--- config.mk ---
export PLATFORM = sky130hd
export DESIGN_NAME = varredor_de_registradores
export DESIGN_NICKNAME = d
export VERILOG_FILES = /design/src/rtl/varredor_de_registradores.sv
export SDC_FILE = /design/constraint.sdc
export NUM_CORES = 1
export LEC_CHECK = 0
export ABC_AREA = 1
export CAP_MARGIN = 20
export CORE_MARGIN = 5
export CORE_UTILIZATION = 60
export DETAILED_ROUTE_END_ITERATION = 10
export GPL_TIMING_DRIVEN = 1
export PLACE_DENSITY_LB_ADDON = 0.25
export RECOVER_POWER = 25
export SYNTH_ARGS = -nofsm -noshare
export SYNTH_HDL_FRONTEND = slang
export SYNTH_SLANG_ARGS = --single-unit
--- constraint.sdc ---
create_clock -name vr_in_clk -period 6.2 [get_ports vr_in_clk]
set_input_delay 0.62 -clock vr_in_clk [delete_from_list [all_inputs] [get_ports vr_in_clk]]
set_output_delay 0.62 -clock vr_in_clk [all_outputs]
set_load 0.005 [all_outputs]
--- src/rtl/varredor_de_registradores.sv ---
// Purpose: drives the register bank's display select and shows the returned word as eight active-low 7-segment hex digits.
// Latency: outputs (hex, idx, valido pulse) update on the 3rd rising edge after entering SELECIONA.
// Backpressure: none; the bank answers combinationally, pausa freezes the dwell in automatic mode.
`timescale 1ns/1ps

module varredor_de_registradores #(
  parameter int DWELL_CYCLES = 50_000_000,
  parameter int CNT_W        = 26
) (
  input  logic        vr_in_clk,
  input  logic        vr_in_rst_n,
  input  logic        vr_in_modo,
  input  logic        vr_in_pausa,
  input  logic [4:0]  vr_in_SW,
  output logic [4:0]  vr_out_sel,
  input  logic [31:0] vr_in_dado,
  output logic [4:0]  vr_out_idx,
  output logic [55:0] vr_out_hex,
  output logic        vr_out_valido
);

  typedef enum logic [1:0] {
    SELECIONA = 2'd0,
    ESPERA    = 2'd1,
    CAPTURA   = 2'd2,
    EXIBE     = 2'd3
  } estado_t;

  // Last dwell count value; reaching it ends the current display period.
  localparam logic [CNT_W-1:0] CONT_FIM = CNT_W'(DWELL_CYCLES - 1);

  estado_t          estado, prox_estado;
  logic [CNT_W-1:0] cont, prox_cont;
  logic [CNT_W-1:0] cont_base;
  logic [4:0]       pendente, prox_pendente;
  logic             modo_ativo, prox_modo_ativo;
  logic [4:0]       alvo;

  // One hex nibble to active-low gfedcba segments.
  function automatic logic [6:0] seg7(input logic [3:0] n);
    logic [6:0] s;
    case (n)
      4'h0:    s = 7'b1000000;
      4'h1:    s = 7'b1111001;
      4'h2:    s = 7'b0100100;
      4'h3:    s = 7'b0110000;
      4'h4:    s = 7'b0011001;
      4'h5:    s = 7'b0010010;
      4'h6:    s = 7'b0000010;
      4'h7:    s = 7'b1111000;
      4'h8:    s = 7'b0000000;
      4'h9:    s = 7'b0010000;
      4'hA:    s = 7'b0001000;
      4'hB:    s = 7'b0000011;
      4'hC:    s = 7'b1000110;
      4'hD:    s = 7'b0100001;
      4'hE:    s = 7'b0000110;
      default: s = 7'b0001110;
    endcase
    return s;
  endfunction

  // Whole 32-bit word to eight digits, nibble 0 in the low 7 bits.
  function automatic logic [55:0] codifica(input logic [31:0] v);
    logic [55:0] h;
    h = '0;
    for (int i = 0; i < 8; i++) begin
      h[i*7 +: 7] = seg7(v[i*4 +: 4]);
    end
    return h;
  endfunction

  // Index loaded in SELECIONA. modo_ativo is the mode latched in EXIBE, so a
  // mode flip during a capture does not change the register being fetched.
  always_comb begin
    alvo = modo_ativo ? pendente : vr_in_SW;
  end

  // Next-state and dwell counter logic.
  always_comb begin
    prox_estado     = estado;
    prox_cont       = cont;
    prox_pendente   = pendente;
    prox_modo_ativo = modo_ativo;
    cont_base       = cont;

    case (estado)
      SELECIONA: begin
        prox_cont   = '0;
        prox_estado = ESPERA;
      end

      ESPERA: begin
        prox_estado = CAPTURA;
      end

      CAPTURA: begin
        prox_estado = EXIBE;
      end

      EXIBE: begin
        prox_modo_ativo = vr_in_modo;
        if (!vr_in_modo) begin
          // Manual: follow the switches, refresh the same register each dwell.
          if (vr_in_SW != vr_out_idx) begin
            prox_estado = SELECIONA;
          end else if (cont == CONT_FIM) begin
            prox_estado = SELECIONA;
          end else begin
            prox_cont = cont + CNT_W'(1);
          end
        end else begin
          // Entering automatic from manual starts a fresh dwell from this cycle.
          cont_base = modo_ativo ? cont : '0;
          if (vr_in_pausa) begin
            prox_cont = cont_base;
          end else if (cont_base == CONT_FIM) begin
            prox_pendente = vr_out_idx + 5'd1;
            prox_estado   = SELECIONA;
          end else begin
            prox_cont = cont_base + CNT_W'(1);
          end
        end
      end

      default: begin
        prox_estado = SELECIONA;
      end
    endcase
  end

  // State, dwell counter, pending auto index and latched mode.
  always_ff @(posedge vr_in_clk or negedge vr_in_rst_n) begin
    if (!vr_in_rst_n) begin
      estado     <= SELECIONA;
      cont       <= '0;
      pendente   <= '0;
      modo_ativo <= 1'b0;
    end else begin
      estado     <= prox_estado;
      cont       <= prox_cont;
      pendente   <= prox_pendente;
      modo_ativo <= prox_modo_ativo;
    end
  end

  // Bank select only moves in SELECIONA so the read path sees a stable index.
  always_ff @(posedge vr_in_clk or negedge vr_in_rst_n) begin
    if (!vr_in_rst_n) begin
      vr_out_sel <= '0;
    end else if (estado == SELECIONA) begin
      vr_out_sel <= alvo;
    end
  end

  // Capture the bank word, encode it and pulse valido alongside the update.
  always_ff @(posedge vr_in_clk or negedge vr_in_rst_n) begin
    if (!vr_in_rst_n) begin
      vr_out_hex    <= '1;
      vr_out_idx    <= '0;
      vr_out_valido <= 1'b0;
    end else begin
      vr_out_valido <= (estado == CAPTURA);
      if (estado == CAPTURA) begin
        vr_out_hex <= codifica(vr_in_dado);
        vr_out_idx <= vr_out_sel;
      end
    end
  end

endmodule

# Yosys cells after proc, flatten, opt, wreduce, memory -nomap -nowiden

Memories as Yosys holds them, arrays and structs flattened. A register that Yosys moved wholly into a read port is not among the register bits.
Index checks and enable logic that the tools add are counted.

Bits in registers: 45
Latch bits: 0
Memory bits (writable): 0
ROM bits: 896
Bits of input ports: 41
Output and inout port bits: 67
Word-level logic and storage cells: 58
Memories: 8

Memory list:

| name            | depth | width | read ports | clocked after Yosys merged registers in | write ports | line | RTL |
|---|---|---|---|---|---|---|---|
| (no name shown) | 16    | 7     | 1          | 1                                       | 0           | 42   | `case (n)` |
| (no name shown) | 16    | 7     | 1          | 1                                       | 0           | 42   |  |
| (no name shown) | 16    | 7     | 1          | 1                                       | 0           | 42   |  |
| (no name shown) | 16    | 7     | 1          | 1                                       | 0           | 42   |  |
| (no name shown) | 16    | 7     | 1          | 1                                       | 0           | 42   |  |
| (no name shown) | 16    | 7     | 1          | 1                                       | 0           | 42   |  |
| +2 memories     | n/a   | n/a   | n/a        | n/a                                     | n/a         | n/a  |  |

Add/subtract/negate cells: 3
$mul: 0
Divide/modulo/power cells: 0
Order comparisons: 0
Equality and inequality tests: 12
Shifts and indexed selects: 0
Mux-type cells: 14
Bitwise gates (word level): 1
Reductions and logical operators: 13

Operator list:

| operator                                                        | number |
|---|---|
| 26-bit 2-to-1 mux                                               | 6 |
| 26-bit by 1-bit adder with 26-bit output, second input constant | 2 |
| 26-bit == test, second input constant                           | 2 |
| 26-bit one-hot mux with 2 select lines                          | 1 |
| 3-bit != test, second input constant                            | 4 |
| 2-bit 2-to-1 mux                                                | 5 |
| 1-bit zero test                                                 | 8 |
| 4-bit != test, second input constant                            | 2 |
| 2-bit one-hot mux with 4 select lines                           | 1 |
| 4-bit AND reduction                                             | 2 |
| 5-bit by 1-bit adder with 5-bit output, second input constant   | 1 |
| 5-bit 2-to-1 mux                                                | 1 |
| 5-bit != test                                                   | 1 |
| 2-bit == test, second input constant                            | 2 |
| 3-bit AND reduction                                             | 1 |
| 2-bit by 1-bit == test with 1-bit output, second input constant | 1 |
| 2-bit zero test                                                 | 1 |
| 2-bit nonzero test                                              | 1 |
| 1-bit inverter                                                  | 1 |

# Depth between registers and ports, before layout

Depth in word-level cells: 6
Depth in mapped cells: 19
Depth with buffers taken out: 14

# Least setup slack after synthesis

Ideal clock, no wire load.

Kind: register -> register
Start point: register modo_ativo
End point: register cont[18]
Library setup time: 117 ps
Arrival time: 2365 ps
Required time: 6083 ps
Slack: 3717 ps
Stages on the path, launching flop included: 20
Path buffers: 5
Period minus slack after synthesis: 2483 ps
Cells stage by stage: dfrtp_1 -> buf_4 -> buf_4 -> buf_2 -> buf_2 -> nand2_1 -> inv_1 -> ha_1 -> nand2_1 -> nor2_4 -> nand2_1 -> nor2_2 -> nand2_1 -> nor2_2 -> buf_4 -> nand2_1 -> nand2_1 -> nand3_1 -> nand3_1 -> nand2_1

Word-level cells in the longest chain between the ends: 6
Elaborated cells between the ends (all ways): 9
Classes of those cells: 1 x add/sub; 2 x eq/ne; 5 x mux; 1 x reduce/logical

RTL lines:

| item                                     | line | RTL |
|---|---|---|
| start: declaration                       | 36   | `logic modo_ativo, prox_modo_ativo;` |
| start signal: assignment                 | 143  | `modo_ativo <= prox_modo_ativo;` |
| 26-bit 2-to-1 mux (*)                    | 114  | `cont_base = modo_ativo ? cont : '0;` |
| 26-bit by 1-bit adder with 26-bit output | 121  | `prox_cont = cont_base + CNT_W'(1);` |
| 26-bit 2-to-1 mux                        | 117  | `end else if (cont_base == CONT_FIM) begin` |
| 26-bit 2-to-1 mux                        | 115  | `if (vr_in_pausa) begin` |
| 26-bit 2-to-1 mux                        | 103  | `if (!vr_in_modo) begin` |
| 26-bit one-hot mux with 2 select lines   | 87   | `case (estado)` |
| end signal: assignment                   | 141  | `cont <= prox_cont;` |
| end: declaration                         | 33   | `logic [CNT_W-1:0] cont, prox_cont;` |

Mark *: on every way between the ends. The rest lies on a longest branch, timed or not. The select of a mux whose other input is x is not followed.
A chain may end at the register's enable or synchronous reset.

# Final worst setup path

Start point: register modo_ativo
End point: register cont[13]

Same word-level chain as after synthesis.

==> impl_metrics.yaml <==
detailed_routing:
  drt-initial-drc-count: 851
  routedWlPerCell_um: 15.0
  wirelength_um: 19600
  ant_nets: 0
  drtPass1Iterations: 7
  vias_per_cell: 5.68
  post-route-drc-count: 0
  num_vias: 7409
place:
  gp_congestion: 0.931
  place.detailed.hpwl_um: 14000
  io_buffers: 107
global_route:
  grt_pass1_vias: 7039
  grt_use_total: 0.278
  grt-ovfl-total: 0
  antenna_found_initial: 0
  grt_max_degree: 72
  grt_pass1_wl_um: 33500
die:
  core_mm2: 0.0121
  die_x_um: 121
  start_util: 0.615
  die_y_um: 121
  dieArea_mm2: 0.0147
  rows: 40
  io_pins: 108
cells_and_area:
  nNetsFinal: 1228
  antenna_cells: 0
  most-common-layout-cells: "nand2_1 (295), clkdlybuf4s50_1 (106), nand3_1 (99), nor2_1 (98), inv_1 (96)"
  areaGrowthSynthToFinish_pct: 18.3
  final_layout_size_suffix_gt1_frac: 0.0906
  final_common_cell: "nand2_1"
clock_network:
  root_buffer: "clkbuf_16"
  clk_pin_slew_worst_paths_ns: 0.07
  cts_tree: "done"
  cts-resized-gates: 0
  clk_latency_ns: 0.36
  cts_hold_buf: 0
  clock_sinks: 101
  post_cts_buffers: 0
  cts_max_path_buffers: 2
  cts-htree-levels: 3
  numCtsBuffers: 9
outcome:
  outcome: "finished with violations"
  violations: "capacitance limit, slew limit"
yosys:
  synth_cells: 1055
  synth-xor-area-share: 0.0106
  synth_fa_ha_area_frac: 0.0923
  yosys-mux-area-fraction: 0.00302
  yosys_warnings: 0
  synth_nets: 1151
  synth_compound_gate_area_share: 0.152
  synth_area_mm2: 0.00745
  synth_seq_area_share: 0.349
  synth_area_per_cell_um2: 7.06
  ys_types: 45
  ys_ff_latch: 101
  synth-simple-area-share: 0.312
  synth_top_family_by_area: "simple AND/OR/NAND/NOR gates"
sta:
  drv_slew: 48
  max-slew-margin-rel: -0.727
  hold_ws_ns: 0.468
  setup_violations: 0
  fin_crit_sh: 0.475
  clock_skew_ns: 0.00737
  finalHoldViolCount: 0
  tns_ns: 0
  fmax_mhz: 340
  tightestPinTransition_ns: 2.59
  min_period_ns: 2.94
  rsz0062_at_grt: "false"
flow_run:
  maxCapViolations: 1
worst_setup_path:
  path_common_cell: "nand2_1"
  crit_path_end_kind: "register"
  cp-start-kind: "register"
  critPathMaxStageDelay_ns: 0.85
  path_cells: "nand2_1, inv_1, ha_1, nand2_1, nor2_4, nand3b_4, nor2_2, nand3_4, nand3_4, nor2_2, nand3_1, nand2_1"
  path_class: "register to register"
  cp_data_arrival_time_ns: 3.24
  cp_top_family: "simple AND/OR/NAND/NOR gates"
  crit_path_max_fanout: 27
  critical_path_required_ns: 6.49
  path_buf_inv: 1
  crit_slowest_cell: "nor2_2"
pwr:
  p_leak_nw: 3.96
  ir_drop_mv: 0.299
  power_density_mw_per_mm2: 400
min_path:
  holdCritPathClass: "register to register"
-- area by class of cell --
type | instances | area (µm²)
Timing Repair Buffer | 112 | 1100
Fill cell | 1013 | 3300
Tap cell | 168 | 210
Clock inverter | 4 | 31.3
Multi-Input combinational cell | 805 | 4250
Sequential cell | 101 | 2600
Inverter | 103 | 387
Clock buffer | 12 | 236
-- power breakdown --
group          switching [mW]  internal (mW)  total (mW)
logic                   0.877          0.732        1.61
clock network           0.261          0.276       0.537
registers               0.296           1.08        1.38
-- flip-flops by register name, indices dropped and copies added (netlist names) --
signal and flops:
pendente 5, vr_out_valido 1, vr_out_hex 56, vr_out_sel 5, cont 26, modo_ativo 1
vr_out_idx 5, estado 2
-- through the flow --
| stage | util | power (mW) | area (µm²) | setup WS, ns | cells |
|---|---|---|---|---|---|
| 2_1_floorplan | - | 2.25 | 7450 | 3.72 | 1055 |
| 3_3_place_gp | 0.706 | 2.94 | 8550 | 3.17 | 1289 |
| 3_5_place_dp | 0.706 | 2.98 | 8550 | 3.04 | 1289 |
| 4_1_cts | 0.728 | 3.54 | 8820 | 3.29 | 1305 |
| 5_1_grt | 0.728 | 3.81 | 8810 | 2.73 | 1305 |
| 6_report | 0.728 | 3.52 | 8810 | 3.26 | 1305 |
-- path summary, 6_finish.rpt --
kind / from / depth (start not counted) / endpoint / slack (ns)
hold reg to reg: vr_out_hex[41] / 2 / vr_out_hex[41] / 0.47
max in group asynchronous: vr_in_rst_n / 2 / cont[14] / 3.34
min in group asynchronous: vr_in_rst_n / 1 / vr_out_valido / 1.06
setup reg to reg: modo_ativo / 12 / cont[13] / 3.26
setup / recovery: modo_ativo / 12 / cont[13] / 3.26
hold / removal: vr_out_hex[41] / 2 / vr_out_hex[41] / 0.47
-- cells by family after synthesis --
kind of cell,count (synthesis)
AOI/OAI and AO/OA,198
muxes,2
DFF,101
buffers and inverters,149
adders and majority gates,55
xor gates and xnor gates,9
and+or+nand+nor,541
-- cell usage after synthesis, drive strengths merged --
cell     count  share of area
nand2      297           0.15
nor2       110          0.061
nand3      103          0.074
inv        102          0.051
o21ai       89          0.060
dfstp       56           0.20
ha          55          0.092
a21oi       48          0.032
dfrtp       45           0.15
clkbuf      27          0.014
a31oi       24          0.020
buf         19          0.016
o211ai      17          0.017
nand4       15          0.013
nor3        10         0.0067
xor2         6         0.0071
nand3b       4         0.0057
o211a        3         0.0040
o22a         3         0.0035
xnor2        3         0.0035
a211oi       2         0.0020
a22o         2         0.0024
mux2         2         0.0030
o22ai        2         0.0017
o31ai        2         0.0020
a22oi        1         0.0010
a2bb2oi      1         0.0012
a32o         1         0.0013
a41oi        1         0.0012
clkinv       1        0.00050
nor4         1        0.00084
o221ai       1         0.0012
o32a         1         0.0013
or2          1        0.00084
-- layer usage --
metal	wire length, µm	global-route usage	part of all wire	up-vias
met5	0	0	0	-
met4	552	0.0910	0.028	0
met3	1560	0.0858	0.079	45
met2	9330	0.451	0.48	299
met1	8190	0.352	0.42	3428
li1	-	-	-	3637
-- worst min-delay path, delay by kind of cell (launching register included) --
family / cells / cell delay [ns]
flops: 1 / 0.37
simple gates: 2 / 0.10
Note: power is estimated with default switching activity, not from simulation.
